## config.mk

```make
export PLATFORM = sky130hd
export DESIGN_NAME = uart_cmd_ctrl
export DESIGN_NICKNAME = d
export VERILOG_FILES = /design/src/rtl/lotr_pkg.sv /design/src/rtl/uart_cmd_txser.sv /design/src/rtl/uart_cmd_ctrl.sv
export SDC_FILE = /design/constraint.sdc
export NUM_CORES = 1
export LEC_CHECK = 0
export CORE_UTILIZATION = 50
export DETAILED_ROUTE_END_ITERATION = 16
export DONT_BUFFER_PORTS = 1
export GPL_TIMING_DRIVEN = 0
export PLACE_DENSITY = 0.63
export SLEW_MARGIN = 30
export SYNTH_ARGS = -nofsm -noshare
export SYNTH_HDL_FRONTEND = slang
export SYNTH_HIERARCHICAL = 1
export SYNTH_SLANG_ARGS = --single-unit
```

## constraint.sdc

```tcl
create_clock -name QClk -period 4.8 [get_ports QClk]
set_input_delay 0.72 -clock QClk [delete_from_list [all_inputs] [get_ports QClk]]
set_output_delay 0.72 -clock QClk [all_outputs]
set_load 0.05 [all_outputs]
```

## src/rtl/lotr_pkg.sv

```systemverilog
// Shared fabric/UART definitions for the uart_tile command path.
//   t_opcode          : C2F request/response opcode
//   UART_CMD_WR/RD    : host command bytes ('W' / 'R')
//   t_uart_cmd_state  : command sequencer states
package lotr_pkg;

    typedef enum logic [1:0] {
        OP_WR     = 2'd0,
        OP_RD     = 2'd1,
        OP_WR_RSP = 2'd2,
        OP_RD_RSP = 2'd3
    } t_opcode;

    localparam logic [7:0] UART_CMD_WR = 8'h57;
    localparam logic [7:0] UART_CMD_RD = 8'h52;

    typedef enum logic [2:0] {
        IDLE,
        ADDR,
        DATA,
        REQ,
        WAIT_RSP,
        TX
    } t_uart_cmd_state;

endpackage

```

## src/rtl/uart_cmd_txser.sv

```systemverilog
// Byte serialiser for the UART TX side of the command sequencer.
// A load captures up to four bytes (MSB byte sent first) and a byte count;
// bytes are then offered one at a time with a valid/ready handshake.
//   clk, rst         : clock, synchronous active-high reset
//   load             : capture load_data / load_count this cycle
//   load_data        : bytes to send, [31:24] first
//   load_count       : number of bytes to send (1..4)
//   tx_valid/tx_data : current byte offered
//   tx_ready         : consumer accepts the current byte
//   last_accept      : final byte accepted this cycle
module uart_cmd_txser (
    input  logic        clk,
    input  logic        rst,
    input  logic        load,
    input  logic [31:0] load_data,
    input  logic [2:0]  load_count,
    input  logic        tx_ready,
    output logic        tx_valid,
    output logic [7:0]  tx_data,
    output logic        last_accept
);

    logic [31:0] shift_q, shift_d;
    logic [2:0]  count_q, count_d;

    assign tx_valid    = (count_q != 3'd0);
    assign tx_data     = shift_q[31:24];
    assign last_accept = tx_valid & tx_ready & (count_q == 3'd1);

    always_comb begin
        shift_d = shift_q;
        count_d = count_q;
        if (load) begin
            shift_d = load_data;
            count_d = load_count;
        end else if (tx_valid && tx_ready) begin
            shift_d = {shift_q[23:0], 8'h00};
            count_d = count_q - 3'd1;
        end
    end

    always_ff @(posedge clk) begin
        if (rst) begin
            shift_q <= '0;
            count_q <= '0;
        end else begin
            shift_q <= shift_d;
            count_q <= count_d;
        end
    end

endmodule

```

## src/rtl/uart_cmd_ctrl.sv

```systemverilog
// Terminal command sequencer between the UART byte engine and the fabric
// C2F port. Parses 'W' + addr[4] + data[4] or 'R' + addr[4] (MSB first),
// issues one C2F request per command, then returns an ack byte (write),
// the four read-data bytes (read) or an error byte (read timeout).
//   QClk, RstQnnnH          : clock, synchronous active-high reset
//   RxByte*                 : received byte strobe/data
//   TxByte*                 : byte offered to UART TX with ready handshake
//   C2F_Req*Q500H           : fabric request (held until accepted)
//   C2F_Rsp*Q502H           : fabric response
//   C2F_RspStall            : fabric not accepting requests this cycle
//   Busy                    : command in progress
//   CmdErr                  : one-cycle pulse on bad opcode, RX overrun, timeout
module uart_cmd_ctrl
    import lotr_pkg::*;
#(
    parameter logic [1:0]  THREAD_ID      = 2'd0,
    parameter int unsigned TIMEOUT_CYCLES = 4096,
    parameter logic [7:0]  ACK_BYTE       = 8'h4B,
    parameter logic [7:0]  ERR_BYTE       = 8'h45
) (
    input  logic        QClk,
    input  logic        RstQnnnH,
    input  logic        RxByteValid,
    input  logic [7:0]  RxByteData,
    output logic        TxByteValid,
    output logic [7:0]  TxByteData,
    input  logic        TxByteReady,
    output logic        C2F_ReqValidQ500H,
    output t_opcode     C2F_ReqOpcodeQ500H,
    output logic [1:0]  C2F_ReqThreadIDQ500H,
    output logic [31:0] C2F_ReqAddressQ500H,
    output logic [31:0] C2F_ReqDataQ500H,
    input  logic        C2F_RspValidQ502H,
    input  t_opcode     C2F_RspOpcodeQ502H,
    input  logic [1:0]  C2F_RspThreadIDQ502H,
    input  logic [31:0] C2F_RspDataQ502H,
    input  logic        C2F_RspStall,
    output logic        Busy,
    output logic        CmdErr
);

    localparam int unsigned TIMER_W = (TIMEOUT_CYCLES > 2) ? $clog2(TIMEOUT_CYCLES) : 1;
    localparam logic [TIMER_W-1:0] TIMER_LAST = TIMER_W'(TIMEOUT_CYCLES - 1);

    t_uart_cmd_state     state_q, state_d;
    t_opcode             op_q, op_d;
    logic [1:0]          cnt_q, cnt_d;
    logic [31:0]         addr_q, addr_d;
    logic [31:0]         data_q, data_d;
    logic [TIMER_W-1:0]  timer_q, timer_d;
    logic                req_valid_q, req_valid_d;
    logic                cmd_err_q, cmd_err_d;

    logic                accept;
    logic                rsp_match;
    logic                tx_load;
    logic [31:0]         tx_load_data;
    logic [2:0]          tx_load_count;
    logic                tx_last;

    assign accept    = req_valid_q & ~C2F_RspStall;
    assign rsp_match = C2F_RspValidQ502H
                     && (C2F_RspOpcodeQ502H == OP_RD_RSP)
                     && (C2F_RspThreadIDQ502H == THREAD_ID);

    always_comb begin
        state_d       = state_q;
        op_d          = op_q;
        cnt_d         = cnt_q;
        addr_d        = addr_q;
        data_d        = data_q;
        timer_d       = timer_q;
        req_valid_d   = req_valid_q;
        cmd_err_d     = 1'b0;
        tx_load       = 1'b0;
        tx_load_data  = '0;
        tx_load_count = '0;

        case (state_q)
            IDLE: begin
                if (RxByteValid) begin
                    if (RxByteData == UART_CMD_WR) begin
                        op_d    = OP_WR;
                        cnt_d   = '0;
                        state_d = ADDR;
                    end else if (RxByteData == UART_CMD_RD) begin
                        op_d    = OP_RD;
                        cnt_d   = '0;
                        state_d = ADDR;
                    end else begin
                        cmd_err_d = 1'b1;
                    end
                end
            end
            ADDR: begin
                if (RxByteValid) begin
                    addr_d = {addr_q[23:0], RxByteData};
                    cnt_d  = cnt_q + 2'd1;
                    if (cnt_q == 2'd3) begin
                        if (op_q == OP_WR) begin
                            state_d = DATA;
                        end else begin
                            state_d     = REQ;
                            req_valid_d = 1'b1;
                        end
                    end
                end
            end
            DATA: begin
                if (RxByteValid) begin
                    data_d = {data_q[23:0], RxByteData};
                    cnt_d  = cnt_q + 2'd1;
                    if (cnt_q == 2'd3) begin
                        state_d     = REQ;
                        req_valid_d = 1'b1;
                    end
                end
            end
            REQ: begin
                if (accept) begin
                    req_valid_d = 1'b0;
                    if (op_q == OP_WR) begin
                        tx_load       = 1'b1;
                        tx_load_data  = {ACK_BYTE, 24'h000000};
                        tx_load_count = 3'd1;
                        state_d       = TX;
                    end else begin
                        timer_d = '0;
                        state_d = WAIT_RSP;
                    end
                end
            end
            WAIT_RSP: begin
                // A matching response on the final timer cycle takes priority.
                if (rsp_match) begin
                    tx_load       = 1'b1;
                    tx_load_data  = C2F_RspDataQ502H;
                    tx_load_count = 3'd4;
                    state_d       = TX;
                end else if (timer_q == TIMER_LAST) begin
                    cmd_err_d     = 1'b1;
                    tx_load       = 1'b1;
                    tx_load_data  = {ERR_BYTE, 24'h000000};
                    tx_load_count = 3'd1;
                    state_d       = TX;
                end else if (timer_q != '1) begin
                    timer_d = timer_q + TIMER_W'(1);
                end
            end
            TX: begin
                if (tx_last) begin
                    state_d = IDLE;
                end
            end
            default: begin
                state_d = IDLE;
            end
        endcase

        // Bytes arriving while a command is being executed are dropped.
        if (RxByteValid && ((state_q == REQ) || (state_q == WAIT_RSP) || (state_q == TX))) begin
            cmd_err_d = 1'b1;
        end
    end

    always_ff @(posedge QClk) begin
        if (RstQnnnH) begin
            state_q     <= IDLE;
            op_q        <= OP_RD;
            cnt_q       <= '0;
            addr_q      <= '0;
            data_q      <= '0;
            timer_q     <= '0;
            req_valid_q <= 1'b0;
            cmd_err_q   <= 1'b0;
        end else begin
            state_q     <= state_d;
            op_q        <= op_d;
            cnt_q       <= cnt_d;
            addr_q      <= addr_d;
            data_q      <= data_d;
            timer_q     <= timer_d;
            req_valid_q <= req_valid_d;
            cmd_err_q   <= cmd_err_d;
        end
    end

    uart_cmd_txser u_txser (
        .clk         (QClk),
        .rst         (RstQnnnH),
        .load        (tx_load),
        .load_data   (tx_load_data),
        .load_count  (tx_load_count),
        .tx_ready    (TxByteReady),
        .tx_valid    (TxByteValid),
        .tx_data     (TxByteData),
        .last_accept (tx_last)
    );

    assign C2F_ReqValidQ500H    = req_valid_q;
    assign C2F_ReqOpcodeQ500H   = op_q;
    assign C2F_ReqThreadIDQ500H = THREAD_ID;
    assign C2F_ReqAddressQ500H  = addr_q;
    // Write data register keeps its last value; reads present zero.
    assign C2F_ReqDataQ500H     = (op_q == OP_WR) ? data_q : 32'h0;
    assign Busy                 = (state_q != IDLE);
    assign CmdErr               = cmd_err_q;

endmodule
```

==> results of run 1 <==
-- critical path: cells and delay by family (launching register included) --
kind / cells / cell delay [ns]
flip-flops: 1 / 0.52
AND/OR/NAND/NOR: 1 / 0.82
buffers and inverters: 2 / 0.66
-- cell type report --
class | instances | area [um^2]
plain buffers | 72 | 362.8
inverters | 20 | 77.57
fillers | 1096 | 4736
clock inverters | 14 | 173.9
clock buffers | 18 | 439.2
multi-input cells | 520 | 3068
well taps | 143 | 178.9
flip-flops and latches | 119 | 2382
-- layout by cell type, fill, tap and decap left out, drive strengths merged, types with 4 or more instances in the layout --
master      n
a2111oi    26
a211o      10
a211oi      8
a21oi      88
and2       29
and3       10
buf        29
clkbuf     61
clkinv      5
clkinvlp    4
conb        4
dfxtp     119
ha          5
inv        22
nand2     156
nand3       5
nand4       5
nor2       23
nor2b      62
nor4b       9
o21ai       8
o31ai       8
or3         5
or4         7
-- sequential cells by signal (all words and copies together), names as in the netlist --
signal / flops
state_q: 3
u_txser/shift_q: 32
C2F_ReqOpcodeQ500H: 1
C2F_ReqAddressQ500H: 32
CmdErr: 1
u_txser/count_q: 3
cnt_q: 2
data_q: 32
timer_q: 12
C2F_ReqValidQ500H: 1
-- power breakdown --
group	internal, mW	switching [mW]	total [mW]
Combinational	0.404	0.738	1.14
Clock	0.833	0.476	1.31
Sequential	1.12	0.0960	1.22
-- cell families (layout without fill, tap and decap cells) --
family	Yosys count	after routing	synth area share [%]
fa+ha+maj	5	5	1.064
mux	2	2	0.3406
other cells	1	4	0.06380
flops	119	119	40.53
buf+inv	92	124	7.492
compound gates	172	172	20.90
simple gates	335	335	29.31
xor+xnor	2	2	0.2981
-- cell usage after synthesis, types with 2 or more instances --
library cell    n
a31oi_1         2
nor3_1          3
a211oi_1        8
a2111oi_1       7
nor3b_1         3
nor2_1         23
or4bb_1         2
o211ai_1        2
or3_1           5
o31a_1          2
buf_6           4
inv_1          18
and4_1          3
nor2b_1        61
nor4bb_1        2
nand4_1         5
o21ai_0         8
nand2_1       155
and3_1         10
o31ai_1         8
a21boi_0        2
nor4b_1         9
xnor2_1         2
nand2b_1        3
or4_1           7
a2111oi_2      16
a21o_1          3
buf_4          13
a21oi_1        88
a311oi_1        2
nand3_1         5
a2111oi_0       3
and2_1         28
mux2i_1         2
clkbuf_1       43
a211o_1         9
a32oi_1         2
ha_1            5
buf_2          11
dfxtp_1       119
or2_2           2
-- worst min-delay path by stage --
stage | endpoint | slack, ns | depth (start not counted) | start
5_1_grt | data_q[2]$_SDFFE_PP0P_ | 0.43 | 2 | RxByteData[2]
6_report | C2F_ReqAddressQ500H[2]$_SDFFE_PP0P_ | 0.43 | 2 | RxByteData[2]
2_1_floorplan | data_q[24]$_SDFFE_PP0P_ | 0.43 | 2 | data_q[24]$_SDFFE_PP0P_
3_5_place_dp | data_q[30]$_SDFFE_PP0P_ | 0.45 | 2 | data_q[30]$_SDFFE_PP0P_
4_1_cts | C2F_ReqAddressQ500H[3]$_SDFFE_PP0P_ | 0.42 | 2 | RxByteData[3]
3_3_place_gp | data_q[31]$_SDFFE_PP0P_ | 0.44 | 2 | data_q[31]$_SDFFE_PP0P_
-- routing by layer --
metal | track usage, % | vias to the layer above | part of all wire (%) | wire length, um
met3 | 6.586 | 18 | 6.4 | 958
li1 | - | 2545 | - | -
met2 | 42.03 | 148 | 48 | 7133
met5 | 0 | - | 0 | 0
met1 | 30.41 | 2409 | 44 | 6567
met4 | 9.067 | 0 | 1.5 | 225
==> key figures, run 1 <==
CTS
  • Reg clk slew, reported paths: 0.05 ns
  • CTS Hold Buffers Added: 0
  • Worst skew pair latency: 0.42 ns
  • Setup bufs post-CTS: 0
  • CTS tree: done
  • # resized after CTS: 0
  • CTS Root Cell: clkbuf_16
  • Clock buffer count from CTS: 17
  • H-tree lvl count: 4
  • CTS sink count: 119
  • Maximum buffer depth of the clock tree: 2

Timing
  • WHS: 0.4316 ns
  • Max Clk Rate: 0.3182 GHz
  • Tcrit/Tclk final: 65.46%
  • Fin Setup TNS: 0 ns
  • Final min period: 3.142 ns
  • Final Setup Violations: 0
  • Pins Over Slew Limit: 0
  • Clock Skew: 0.007227 ns
  • Final hold viol count: 0
  • RSZ-0062 raised after global routing: false
  • Setup ws final: 1.658 ns
  • Worst Tran Pin Value: 1.007 ns
  • Rel. slew slack: 32.70%

Floorplanning
  • Die H: 110.4 um
  • Die width: 110.4 um
  • Starting density of the core: 51.48%
  • Core Rows: 39
  • Core ar.: 0.01142 mm^2
  • Num ports: 130
  • Die ar.: 0.01219 mm^2

Pwr
  • Pwr Density: 549.3 mW/mm^2
  • Peak VDD IR: 0.3737 mV
  • Tot Pwr: 3.671 mW
  • Leak Pwr: 2.273 nW

Cells and area
  • Share of cells above drive strength 1: 11.14%
  • Finished layout cell area: 0.006683 mm^2
  • Number of diodes: 0
  • Area grow syn2layout: 13.69%
  • Fin util: 58.53%
  • Post-Layout Cell Count: 906
  • # nets final: 805

Global route
  • Total GRT Usage: 24.91%
  • Vias in the first global route: 5050
  • Largest net degree at the start of global routing: 17
  • Antenna violations before repair: 0
  • GR Overflow Total: 0
  • First-pass GRT wire length: 24660 um

Placement
  • Cell Area, Placed: 0.006068 mm^2
  • RD Place Congestion: 0.8336
  • DP HPWL: 10650 um
  • Place WS: 1.718 ns
  • Dpl cells: 874
  • Input/output buffers: 0

Critical path
  • R2R Setup Slk: 1.71 ns
  • Worst Path Required: 4.08 ns
  • Most numerous cell on the critical path: clkbuf_1
  • Startpoint Class: register
  • Critical R2R Launch: C2F_ReqValidQ500H$_SDFFE_PP0P_
  • Worst-case reg-to-reg path depth: 10
  • Crit path max fanout: 10
  • Worst path slowest cell: nor2b_1
  • CP endpoint kind: output pin
  • CP Cell Sequence: clkbuf_1 > clkbuf_1 > nor2b_1
  • Capture point of the worst reg-to-reg path: u_txser/count_q[0]$_SDFFE_PP0P_
  • WP data arrival: 2.42 ns
  • Setup crit start: C2F_ReqOpcodeQ500H[0]$_SDFFE_PP1P_
  • CP peak stage delay: 0.82 ns
  • Crit path capture: C2F_ReqDataQ500H[6]
  • Crit path kind: reg -> out

Hold path
  • HP Class: in -> reg

Route
  • Total number of vias: 5120
  • Post-route ant nets: 0
  • DRC violations left: 0
  • Final WL: 14880 um
  • Wire per inst: 16.43 um
  • Iter 0 DRT Violations: 280
  • Via-to-Cell Ratio: 5.651
  • First drt pass iteration count: 5

Yosys
  • Yosys warns: 6
  • Sequential share of the synthesized area: 40.53%
  • Yosys reg bits: 119
  • Top post-synthesis cells by area: dfxtp_1, nand2_1, a21oi_1
  • Mapped Cells: 728
  • Synth top area share: 40.53%
  • Dominant synthesized flop cell: dfxtp_1
  • Post-synth EDFFs: 0
  • Ys async rst share: 0%
  • Synth Cell Area: 0.005878 mm^2
  • Largest area contributor in the netlist: dfxtp_1
  • Syn Area/Cell: 8.074 um^2
  • Count of cell types in the netlist: 64

Outcome
  • Run status: finished, final reports clean

Run
  • # Max-Cap Violations: 0
No activity file was read; power rests on OpenSTA's default activity.
==> run 2, diff against run 1 <==
==> constraint.sdc (replaced) <==
create_clock -name QClk -period 3.08 [get_ports QClk]
set_input_delay 0.462 -clock QClk [delete_from_list [all_inputs] [get_ports QClk]]
set_output_delay 0.462 -clock QClk [all_outputs]
set_load 0.05 [all_outputs]
==> run 2 against run 1 <==
Compared with the run above:
- count of clock-buffer cells in the layout unchanged
- worst hold slack worse by 0.26 ns
- flip-flop and latch count unchanged
- clock skew about the same
- sequential power increased by 56%
- die area did not move
- first-iteration DRC count up 0.36%
- non-clock buffer count shrank 1
- wire length is 0.10% lower
- utilization hardly changed
- via count is 0.49% lower
- largest power group unchanged
==> key figures, run 2 (synthesis results as in run 1) <==
Critical path
  • Worst Path Required: 2.62 ns (was 4.08 ns)
  • WP data arrival: 2.43 ns (was 2.42 ns)
  • Worst path slowest cell: nor2b_1 (unchanged)
  • R2R Setup Slk: 0.24 ns (was 1.71 ns)
  • CP Cell Sequence: clkbuf_1 > clkbuf_1 > nor2b_1 (unchanged)
  • CP endpoint kind: output pin (unchanged)
  • Startpoint Class: register (unchanged)
  • Crit path kind: reg -> out (unchanged)
  • Most numerous cell on the critical path: clkbuf_1 (unchanged)
  • Crit path max fanout: 10 (unchanged)
  • CP peak stage delay: 0.82 ns (about the same)

Global route
  • First-pass GRT wire length: 24660 um (unchanged)
  • Vias in the first global route: 5050 (unchanged)
  • Total GRT Usage: 24.91% (unchanged)
  • GR Overflow Total: 0 (unchanged)
  • Largest net degree at the start of global routing: 17 (unchanged)
  • Antenna violations before repair: 0 (unchanged)

Placement
  • RD Place Congestion: 0.8336 (unchanged)
  • Input/output buffers: 0 (unchanged)
  • DP HPWL: 10650 um (unchanged)

Timing
  • Fin Setup TNS: 0 ns (unchanged)
  • Final hold viol count: 0 (unchanged)
  • Pins Over Slew Limit: 0 (unchanged)
  • Worst Tran Pin Value: 1.020 ns (was 1.007 ns)
  • Final Setup Violations: 0 (unchanged)
  • WHS: 0.1733 ns (was 0.4316 ns)
  • Tcrit/Tclk final: 93.83%
  • Final min period: 2.890 ns
  • Rel. slew slack: 31.85% (was 32.70%)
  • Max Clk Rate: 0.3460 GHz
  • Clock Skew: 0.006935 ns (was 0.007227 ns)
  • RSZ-0062 raised after global routing: false (unchanged)

Pwr
  • Leak Pwr: 2.272 nW (was 2.273 nW)
  • Pwr Density: 856.5 mW/mm^2 (was 549.3 mW/mm^2)
  • Peak VDD IR: 0.5834 mV (was 0.3737 mV)

CTS
  • Worst skew pair latency: 0.42 ns (about the same)
  • Maximum buffer depth of the clock tree: 2 (unchanged)
  • CTS Root Cell: clkbuf_16 (unchanged)
  • H-tree lvl count: 4 (unchanged)
  • CTS Hold Buffers Added: 0 (unchanged)
  • Setup bufs post-CTS: 0 (unchanged)
  • CTS tree: done (unchanged)
  • CTS sink count: 119 (unchanged)
  • Clock buffer count from CTS: 17 (unchanged)
  • Reg clk slew, reported paths: 0.06 ns (was 0.05 ns)

Cells and area
  • Share of cells above drive strength 1: 11.29% (was 11.14%)
  • Number of diodes: 0 (unchanged)
  • Leading cell types in the layout, fill and taps excluded: nand2_1, dfxtp_1, a21oi_1 (unchanged)
  • Most common cell after layout, fill and taps aside: nand2_1 (unchanged)
  • Fillers: 1096 (unchanged)
  • # nets final: 804 (was 805)
  • Area grow syn2layout: 13.64% (was 13.69%)

Floorplanning
  • Die H: 110.4 um (unchanged)
  • Core ar.: 0.01142 mm^2 (unchanged)
  • Starting density of the core: 51.48% (unchanged)
  • Num ports: 130 (unchanged)
  • Core Rows: 39 (unchanged)
  • Die ar.: 0.01219 mm^2 (unchanged)
  • Die width: 110.4 um (unchanged)

Hold path
  • HP Class: in -> reg (unchanged)

Route
  • Post-route ant nets: 0 (unchanged)
  • DRC violations left: 0 (unchanged)
  • Wire per inst: 16.43 um (about the same)
  • Total number of vias: 5095 (was 5120)
  • Final WL: 14870 um (was 14880 um)
  • Via-to-Cell Ratio: 5.630 (was 5.651)
  • First drt pass iteration count: 4 (was 5)
  • Iter 0 DRT Violations: 281 (was 280)

Run
  • # Max-Cap Violations: 0 (unchanged)

Outcome
  • Run status: finished, final reports clean (unchanged)
## run 2: report_power, final
group	switching, mW	total [mW]	internal, mW
sequential	0.150	1.90	1.75
combinational	1.15	1.78	0.629
clock	0.744	2.04	1.30
total	2.04	5.72	3.68
## run 2: path summary, 6_finish.rpt
kind,startpoint,depth (start not counted),end
setup reg to reg,C2F_ReqValidQ500H$_SDFFE_PP0P_,8,u_txser/shift_q[25]$_SDFFE_PP0P_
hold / removal,RxByteData[3],2,C2F_ReqAddressQ500H[3]$_SDFFE_PP0P_
hold reg to reg,data_q[25]$_SDFFE_PP0P_,2,data_q[25]$_SDFFE_PP0P_
setup / recovery,C2F_ReqOpcodeQ500H[0]$_SDFFE_PP1P_,3,C2F_ReqDataQ500H[6]
## run 2: final cells by class
cell class / count / area (um^2) / area share (%)
plain buffers: 71 / 359.1 / 5.376
clock buffers: 18 / 439.2 / 6.574
clock inverters: 14 / 173.9 / 2.603
inverters: 20 / 77.57 / 1.161
multi-input cells: 520 / 3068 / 45.93
flip-flops and latches: 119 / 2384 / 35.68
well taps: 143 / 178.9 / 2.678
## run 2: stage by stage
step	setup WS, ns	cells	total power, mW	utilization, %	cell area [um^2]
after floorplan	0.6357	731	3.374	-	5889
after global routing	0.05257	905	5.955	58.50	6680
after detailed placement	0.07707	874	3.690	53.14	6068
after global placement	0.05771	874	3.645	53.14	6068
after CTS	0.05728	906	5.739	58.51	6681
final	0.1899	905	5.722	58.50	6680
## run 2: per-layer routing
| metal | part of all wire [%] | routed length (um) | track usage (%) | vias up |
|---|---|---|---|---|
| met2 | 48 | 7125 | 42.03 | 144 |
| met3 | 6.5 | 963 | 6.586 | 16 |
| met1 | 44 | 6564 | 30.41 | 2397 |
| met5 | 0 | 0 | 0 | - |
| li1 | - | - | - | 2538 |
| met4 | 1.5 | 216 | 9.067 | 0 |
## run 2: critical path, delay by kind of cell (launching register included)
kind	cells	cell delay, ns
buffers and inverters	2	0.66
DFF	1	0.52
and+or+nand+nor	1	0.82
## run 2: timing repair
action / CTS / global route
endpoints found under the hold margin: 0 / 0
endpoints found under the setup margin: 0 / 29
resized for setup: 0 / 1
